`config.mk`:
```
export PLATFORM = sky130hd
export DESIGN_NAME = uart_rx_flat
export DESIGN_NICKNAME = d
export VERILOG_FILES = /design/src/rtl/uart_rx_if.sv /design/src/rtl/uart_rx.sv /design/src/flat_wrapper.sv
export SDC_FILE = /design/constraint.sdc
export NUM_CORES = 1
export LEC_CHECK = 0
export CAP_MARGIN = 20
export CELL_PAD_IN_SITES_DETAIL_PLACEMENT = 1
export CELL_PAD_IN_SITES_GLOBAL_PLACEMENT = 1
export CORE_MARGIN = 2
export CORE_UTILIZATION = 35
export DETAILED_ROUTE_END_ITERATION = 6
export PLACE_DENSITY = 0.69
export SLEW_MARGIN = 20
export SYNTH_ARGS = -nofsm -noshare
export SYNTH_HDL_FRONTEND = slang
export SYNTH_SLANG_ARGS = --single-unit
export TNS_END_PERCENT = 1
```
`constraint.sdc`:
```
create_clock -name clk -period 4.6 [get_ports clk]
set_input_delay 1.38 -clock clk [delete_from_list [all_inputs] [get_ports clk]]
set_output_delay 1.38 -clock clk [all_outputs]
set_load 0.1 [all_outputs]
```
`src/rtl/uart_rx_if.sv`:
```
// Parallel-side handshake bundle of the UART receiver: held word, its status flags, and the pop strobe.
interface uart_rx_if #(
    parameter int DATA_BITS = 8
);
    logic [DATA_BITS-1:0] rx_data;
    logic                 rx_valid;
    logic                 rx_ready;
    logic                 parity_err;
    logic                 frame_err;

    modport master (
        output rx_data, rx_valid, parity_err, frame_err,
        input  rx_ready
    );

    modport slave (
        input  rx_data, rx_valid, parity_err, frame_err,
        output rx_ready
    );
endinterface

```
`src/rtl/uart_rx.sv`:
```
// UART receiver: oversampled frame recovery with parity/stop checks into a one-word valid/ready holding register.
// Latency: word valid one clock after the final stop-bit sample (8N1: 9.5 bit periods + 4 clocks from the start edge).
// Backpressure: rts = !rx_valid; a frame completing into a full register is dropped with a one-cycle overrun_err.
// Optional: define UART_RX_MAJORITY_VOTE_EN for 2-of-3 majority sampling around each sample point.
module uart_rx #(
    parameter int DATA_BITS   = 8,
    parameter int PARITY_EN   = 1,
    parameter int PARITY_TYPE = 0,
    parameter int STOP_BITS   = 1,
    parameter int OVERSAMPLE  = 16
) (
    input  logic       clk,
    input  logic       rst,
    input  logic       tick,
    input  logic       rx_in,
    uart_rx_if.master  rx_if,
    output logic       overrun_err,
    output logic       rx_busy,
    output logic       rts
);
    localparam int SW = $clog2(OVERSAMPLE);
    localparam int BW = $clog2(DATA_BITS);
`ifdef UART_RX_MAJORITY_VOTE_EN
    localparam int START_PT = OVERSAMPLE / 2 + 1;
`else
    localparam int START_PT = OVERSAMPLE / 2 - 1;
`endif
    localparam logic [SW-1:0] START_LAST = SW'(START_PT);
    localparam logic [SW-1:0] BIT_LAST   = SW'(OVERSAMPLE - 1);

    typedef enum logic [2:0] {IDLE, START, DATA, PARITY, STOP1, STOP2} state_t;

    state_t               state, state_nxt;
    logic                 rx_meta, rx_s, rx_s_d;
    logic [SW-1:0]        scnt;
    logic [BW-1:0]        bcnt;
    logic [DATA_BITS-1:0] shreg;
    logic                 perr_q, ferr_q;
    logic                 smp, fall, start_tick, bit_tick, par_bad, ferr_fin;
    logic                 scnt_clr, frame_clr, shift_en, par_ld, stop_ld, done;
    logic [DATA_BITS-1:0] data_q;
    logic                 valid_q, perr_o, ferr_o, pop;

    always_ff @(posedge clk) begin
        if (rst) begin
            rx_meta <= 1'b1;
            rx_s    <= 1'b1;
            rx_s_d  <= 1'b1;
        end else begin
            rx_meta <= rx_in;
            rx_s    <= rx_meta;
            rx_s_d  <= rx_s;
        end
    end

`ifdef UART_RX_MAJORITY_VOTE_EN
    // Votes over rx_s on this tick and the two before it, so the decision tick is point+1.
    logic [1:0] vote_q;
    always_ff @(posedge clk) begin
        if (rst)       vote_q <= 2'b11;
        else if (tick) vote_q <= {vote_q[0], rx_s};
    end
    assign smp = (vote_q[1] & vote_q[0]) | (vote_q[1] & rx_s) | (vote_q[0] & rx_s);
`else
    assign smp = rx_s;
`endif

    assign fall       = rx_s_d & ~rx_s;
    assign start_tick = tick && (scnt == START_LAST);
    assign bit_tick   = tick && (scnt == BIT_LAST);
    assign par_bad    = (PARITY_TYPE == 0) ? ^{shreg, smp} : ~^{shreg, smp};
    // With one stop bit the frame completes on the same tick the stop bit is judged.
    assign ferr_fin   = (state == STOP1) ? ~smp : ferr_q;

    always_comb begin
        state_nxt = state;
        scnt_clr  = 1'b0;
        frame_clr = 1'b0;
        shift_en  = 1'b0;
        par_ld    = 1'b0;
        stop_ld   = 1'b0;
        done      = 1'b0;
        case (state)
            IDLE: if (fall) begin
                scnt_clr  = 1'b1;
                state_nxt = START;
            end
            START: if (start_tick) begin
                if (!smp) begin
                    scnt_clr  = 1'b1;
                    frame_clr = 1'b1;
                    state_nxt = DATA;
                end else begin
                    state_nxt = IDLE;
                end
            end
            DATA: if (bit_tick) begin
                scnt_clr = 1'b1;
                shift_en = 1'b1;
                if (bcnt == BW'(DATA_BITS - 1))
                    state_nxt = (PARITY_EN != 0) ? PARITY : STOP1;
            end
            PARITY: if (bit_tick) begin
                scnt_clr  = 1'b1;
                par_ld    = 1'b1;
                state_nxt = STOP1;
            end
            STOP1: if (bit_tick) begin
                scnt_clr = 1'b1;
                stop_ld  = 1'b1;
                if (STOP_BITS == 2) begin
                    state_nxt = STOP2;
                end else begin
                    done      = 1'b1;
                    state_nxt = IDLE;
                end
            end
            STOP2: if (bit_tick) begin
                scnt_clr  = 1'b1;
                done      = 1'b1;
                state_nxt = IDLE;
            end
            default: state_nxt = IDLE;
        endcase
    end

    always_ff @(posedge clk) begin
        if (rst) state <= IDLE;
        else     state <= state_nxt;
    end

    always_ff @(posedge clk) begin
        if (rst) begin
            scnt   <= '0;
            bcnt   <= '0;
            shreg  <= '0;
            perr_q <= 1'b0;
            ferr_q <= 1'b0;
        end else begin
            if (scnt_clr)  scnt <= '0;
            else if (tick) scnt <= scnt + SW'(1);
            if (frame_clr) begin
                bcnt   <= '0;
                perr_q <= 1'b0;
                ferr_q <= 1'b0;
            end
            if (shift_en) begin
                shreg <= {smp, shreg[DATA_BITS-1:1]};
                bcnt  <= bcnt + BW'(1);
            end
            if (par_ld)  perr_q <= par_bad;
            if (stop_ld) ferr_q <= ~smp;
        end
    end

    assign pop = valid_q & rx_if.rx_ready;

    always_ff @(posedge clk) begin
        if (rst) begin
            data_q      <= '0;
            valid_q     <= 1'b0;
            perr_o      <= 1'b0;
            ferr_o      <= 1'b0;
            overrun_err <= 1'b0;
        end else begin
            overrun_err <= 1'b0;
            if (done) begin
                if (!valid_q || pop) begin
                    data_q  <= shreg;
                    perr_o  <= perr_q;
                    ferr_o  <= ferr_fin;
                    valid_q <= 1'b1;
                end else begin
                    overrun_err <= 1'b1;
                end
            end else if (pop) begin
                valid_q <= 1'b0;
            end
        end
    end

    assign rx_if.rx_data    = data_q;
    assign rx_if.rx_valid   = valid_q;
    assign rx_if.parity_err = perr_o;
    assign rx_if.frame_err  = ferr_o;
    assign rx_busy          = (state != IDLE);
    assign rts              = ~valid_q;
endmodule

```
`src/flat_wrapper.sv`:
```
// flat-port wrapper written by rule: the top's interface ports become plain ports
module uart_rx_flat 
#(
    parameter int DATA_BITS   = 8,
    parameter int PARITY_EN   = 1,
    parameter int PARITY_TYPE = 0,
    parameter int STOP_BITS   = 1,
    parameter int OVERSAMPLE  = 16
)
  (clk, rst, tick, rx_in, overrun_err, rx_busy, rts, rx_if_rx_data, rx_if_rx_valid, rx_if_parity_err, rx_if_frame_err, rx_if_rx_ready);
  uart_rx_if #(.DATA_BITS(DATA_BITS)) rx_if_i ();
  input  logic clk;
  input  logic rst;
  input  logic tick;
  input  logic rx_in;
  output logic overrun_err;
  output logic rx_busy;
  output logic rts;
  output wire logic [$bits(rx_if_i.rx_data)-1:0] rx_if_rx_data;
  output wire logic [$bits(rx_if_i.rx_valid)-1:0] rx_if_rx_valid;
  output wire logic [$bits(rx_if_i.parity_err)-1:0] rx_if_parity_err;
  output wire logic [$bits(rx_if_i.frame_err)-1:0] rx_if_frame_err;
  input wire logic [$bits(rx_if_i.rx_ready)-1:0] rx_if_rx_ready;
  assign rx_if_rx_data = rx_if_i.rx_data;
  assign rx_if_rx_valid = rx_if_i.rx_valid;
  assign rx_if_parity_err = rx_if_i.parity_err;
  assign rx_if_frame_err = rx_if_i.frame_err;
  assign rx_if_i.rx_ready = rx_if_rx_ready;
  uart_rx #(.DATA_BITS(DATA_BITS), .PARITY_EN(PARITY_EN), .PARITY_TYPE(PARITY_TYPE), .STOP_BITS(STOP_BITS), .OVERSAMPLE(OVERSAMPLE)) u_core (.clk(clk), .rst(rst), .tick(tick), .rx_in(rx_in), .rx_if(rx_if_i), .overrun_err(overrun_err), .rx_busy(rx_busy), .rts(rts));
endmodule
```
==> Word-level counts from Yosys, hierarchy flattened <==
Cells that the tools add are included.
{ "classes": {"bitwise_logic": 5, "shift": 0, "n_eq_ne": 15, "n_mux": 28, "n_lt_le_gt_ge": 0, "multipliers": 0, "addsub": 2, "div": 0, "reduce_logical": 18} }
{ "op_table": {"columns": ["cell", "count"], "rows": [
  ["$mux W3", 8],
  ["$mux W1", 17],
  ["$pmux W3 S5", 1],
  ["$ne A2 B1 Y1 const B", 6],
  ["$eq A3 B3 Y1 const B", 3],
  ["$reduce_xor A9 Y1", 1],
  ["$reduce_bool A2 Y1", 4],
  ["$eq A3 B2 Y1 const B", 2],
  ["$reduce_and A6 Y1", 1],
  ["$reduce_or A2 Y1", 3],
  ["$add A4 B1 Y4 const B", 1],
  ["$eq A4 B3 Y1 const B", 1],
  ["$eq A4 B4 Y1 const B", 1],
  ["$reduce_and A2 Y1", 2],
  ["$reduce_or A4 Y1", 1],
  ["$add A3 B1 Y3 const B", 1],
  ["$eq A3 B1 Y1 const B", 1],
  ["$logic_not A3 Y1", 1],
  ["$not A1 Y1", 3],
  ["$pmux W1 S3", 1],
  ["$reduce_bool A3 Y1", 1],
  ["$and A1 B1 Y1", 2],
  ["$logic_and A1 B1 Y1", 2],
  ["$mux W2", 1],
  ["3 further kinds", 3]
]} }
{ "totals": {"elab_cells": 82, "latchBits": 0, "in_bits": 5, "ff_bits": 35, "out_inout_bits": 14, "mem_bits_ro": 0, "mem_count": 0, "ramBits": 0} }

==> Longest topological paths before layout <==
{ "depth": {"word_depth": 6, "depth_mapped": 6, "mapped_depth_nobuf": 5} }

==> Least setup slack after synthesis <==
OpenSTA, ideal clock, no wires.
{ "synth_timing": {"kind": "reg2out", "startpoint": "register u_core.valid_q, in the netlist u_core.rx_if.rx_valid", "endpoint": "output port rts", "n_path_buf": 0, "path_stages_with_launch": 2, "t_arrival_ns": 1.634, "path_slack_ns": 1.586, "required_time_ns": 3.220, "cell_sequence": "dfxtp_1 inv_1"} }
{ "synth_via": {"elab_chain_len": 1} }
{ "synth_lines": {"columns": ["element", "line_no", "source"], "rows": [
  ["from (decl)", "uart_rx.sv:42", "logic valid_q, perr_o, ferr_o, pop;"],
  ["from (signal assigned)", "uart_rx.sv:161", "valid_q <= 1'b0;"],
  ["from (signal assigned)", "uart_rx.sv:172", "valid_q <= 1'b1;"],
  ["from (signal assigned)", "uart_rx.sv:177", "valid_q <= 1'b0;"],
  ["$not A1 Y1", "uart_rx.sv:187", "assign rts = ~valid_q;"],
  ["to (decl)", "flat_wrapper.sv:18", "output logic rts;"]
]} }
No other way between the ends.

==> Worst setup path in the final report <==
{ "layout_timing": {"startpoint": "register u_core.state[1]", "endpoint": "output port rx_busy"} }
{ "layout_via": {"elab_chain_len": 1} }
{ "layout_lines": {"columns": ["element", "line_no", "source"], "rows": [
  ["from (decl)", "uart_rx.sv:33", "state_t state, state_nxt;"],
  ["from (signal assigned)", "uart_rx.sv:129", "else state <= state_nxt;"],
  ["$reduce_bool A3 Y1", "uart_rx.sv:186", "assign rx_busy = (state != IDLE);"],
  ["to (decl)", "flat_wrapper.sv:17", "output logic rx_busy;"]
]} }
No other way between the ends.

==> run metrics <==
die height=70.2 um; buffers and inverters on the worst path=1; maximum number of pins on one net before global-route repair=38; biggest fanout along the worst timing path=14; global-route wire length before repair=6.06 mm; timing-limited maximum frequency=283 MHz; register area share after synthesis=0.456; starting density of the core=0.358; slew at the pin closest to its max-slew limit=0.974 ns; detailed-router iteration count before antenna repair=4; total power consumption of the routed design=roughly 0.6 mW; net count after synthesis=171; Crit Path Class=reg -> out; primary flip-flop cell chosen by synthesis mapping=sky130_fd_sc_hd__dfxtp_1; post-cts repair resize count=0; Post-route DRC=0; setup_tns=0 ns; LEAKAGE=approximately 0.75 nW; GR Overflow Total=0; Max Clock Skew=around 0.0036 ns; launching element of the worst setup path=u_core.state[1]; Total Wirelength=3.42 mm; worst path arrival time=2.15 ns; HPWL after detailed placement=2.39 mm; Clock Power Share=0.442; Int Pwr=0.475 mW; max-slew violations=0; Port-buffer cells=18; area of all sequential standard cells=701 sq um; number of storage elements in the synthesis netlist=35; RSZ-0062 raised after global routing=no; number of antenna violations at the first check in global routing=0; worst skew pair latency=0.28 ns; routed length per placed instance=14.9 um; vias in the first global route=1237; site row count=24; proportion of power drawn by combinational gates=0.040; Synth warnings=0; CORE AREA=approximately 0.0043 sq mm; clock tree from TritonCTS=built; post-synthesis to final-layout area growth=19.9%; reg-to-reg endpoint=u_core.shreg[3]; depth of the most critical reg-to-reg path=4; number of flops mapped to enable cells by yosys=0; leading post-synthesis cells by cell area=sky130_fd_sc_hd__dfxtp_1 (46%), sky130_fd_sc_hd__mux2i_1 (12%), sky130_fd_sc_hd__nor2_1 (5.4%); most used standard cells in the synthesized netlist=sky130_fd_sc_hd__dfxtp_1 (35), sky130_fd_sc_hd__nor2_1 (22), sky130_fd_sc_hd__mux2i_1 (18); Sw Share=0.207; largest delay contributor family on the critical path=buffers and inverters; worst-case headroom to the max-slew limit=0.349; die area=0.00493 sq mm; run status=finished, final reports clean; fill count=about 490; multi-input logic area=773 sq um; worst min-delay path endpoint=u_core.rx_s; final-report hold violation count=0; Slowest-stage cell, CP=sky130_fd_sc_hd__clkdlybuf4s50_1; post-detailed-route count of antenna-violating nets=0; iteration-0 DRC count of the detailed router=80; Maximum Capacitance Violations=0; GR Util All Layers=0.155; I/O pin count=19; VDD IR-drop max=0.163 mV; number of vias after detailed routing=1206; kind of capture point of the worst setup path=output port; number of sinks handled by clock tree synthesis=35; Psw=0.124 mW; H-Tree Level Count=2; part of the total power dissipated in sequential elements=0.518; mean cell area of the mapped netlist=~9.4 sq um; type of the worst min-delay path=reg -> reg; worst reg2reg path startpoint=u_core.state[1]; Setup Buffers After CTS=0; Post-layout nets=186; clk root buf=sky130_fd_sc_hd__clkbuf_8; Post-CTS Hold Buffers=0; power density of the placed cells=325 mW/mm^2; critical path required time=3.22 ns; worst hold slack after final layout=0.414 ns; post-synthesis instance area=0.00154 sq mm; min cycle time layout=3.53 ns; fraction of layout cells with a size suffix above 1=0.0618; Async SR Flop Fraction=0; cell accounting for the most synthesized area=sky130_fd_sc_hd__dfxtp_1; Die W=around 70 um; diode count=0; total CTS buffers=5; largest stage delay on the critical path=1.12 ns; count leader, synth=sky130_fd_sc_hd__dfxtp_1; vias per inst=5.24; post-synth cell types=37; startpoint type of the worst setup path=register; Final GP Congestion=0.808; Min-Delay Startpoint=u_core.rx_meta; worst hold path cell count=1; top-area cell type share of the netlist area=0.456; Tcrit/Tclk final=0.768; gate count of the mapped netlist=roughly 160; final-report setup violation count=0; R2R Setup Slk=2.42 ns; Max Root-Sink Buffers=2; clock edge transition at the registers on the reported setup and hold paths=0.07 ns; cell breakdown of the critical path=or3_1 > clkdlybuf4s50_1
## cell usage in the layout, fill, tap and decap left out, drive strengths merged, types with 2 or more instances in the layout
cell type      count
a21oi              8
a31oi              5
and3               4
clkbuf             6
clkdlybuf4s50     18
dfxtp             35
ha                 3
inv                3
mux2i             18
nand2              8
nand2b             3
nand3              6
nand4              2
nand4b             2
nor2              22
nor3b              2
nor4               3
o21ai              3
or2                3
xnor2              4
xor2               4
## cell families (layout without fill, tap and decap cells)
kind of cell / after synthesis / after routing / share of synthesized area
XOR/XNOR: 9 / 9 / 0.0603
flip-flops: 35 / 35 / 0.456
multiplexers: 18 / 18 / 0.117
buffers and inverters: 14 / 29 / 0.0399
AND/OR/NAND/NOR: 62 / 62 / 0.214
AO/OA/AOI/OAI: 22 / 22 / 0.0880
adder cells (fa/ha/maj): 3 / 3 / 0.0245
## routing by layer
metal / part of all wire / GRT usage / vias to the layer above
li1: - / - / 599
met1: 0.45 / 0.197 / 587
met2: 0.51 / 0.245 / 16
met3: 0.026 / 0.0505 / 4
met4: 0.0097 / 0.0556 / 0
met5: 0 / 0 / -
## metrics by stage
step,utilization,cell area (sq um),std cells,setup WS [ns]
detailed placement,0.405,1740,223,1.00
global route,0.429,1840,230,0.938
CTS,0.429,1840,230,1.05
finish,0.429,1840,230,1.07
global placement,0.405,1740,223,1.08
floorplan,-,1540,163,1.59
## registers in the layout, summed over array words and instances, names as in the netlist, 3 cells and up
| name | cells |
|---|---|
| u_core.rx_if.rx_data | 8 |
| u_core.state | 3 |
| u_core.shreg | 8 |
| u_core.bcnt | 3 |
| u_core.scnt | 4 |
## area by class of cell
type                    count  area share
clock inverters             1      0.0163
clock buffers               6      0.0394
repair buffers             19       0.102
inverters                   3     0.00612
multi-input cells         114       0.420
flip-flops and latches     35       0.381
well taps                  52      0.0354
## power by group through the flow
| stage | logic (mW) | registers (mW) | clock network, mW |
|---|---|---|---|
| 4_1_cts | 0.0247 | 0.310 | 0.273 |
| 3_5_place_dp | 0.0245 | 0.317 | 0 |
| 3_3_place_gp | 0.0231 | 0.317 | 0 |
| 6_report | 0.0242 | 0.310 | 0.264 |
| 2_1_floorplan | 0.0185 | 0.315 | 0 |
| 5_1_grt | 0.0266 | 0.311 | 0.292 |
## worst max path at each step
stage | endpoint | slack (ns) | cells after the start
after global placement | u_core.rx_if.rx_data[7] | 1.08 | 5
final | rx_busy | 1.07 | 2
after global routing | rx_busy | 0.94 | 2
after CTS | rx_busy | 1.05 | 2
after detailed placement | u_core.rx_if.rx_data[6] | 1.00 | 5
after floorplan | rts | 1.59 | 1
No activity file was read; power rests on OpenSTA's default activity.
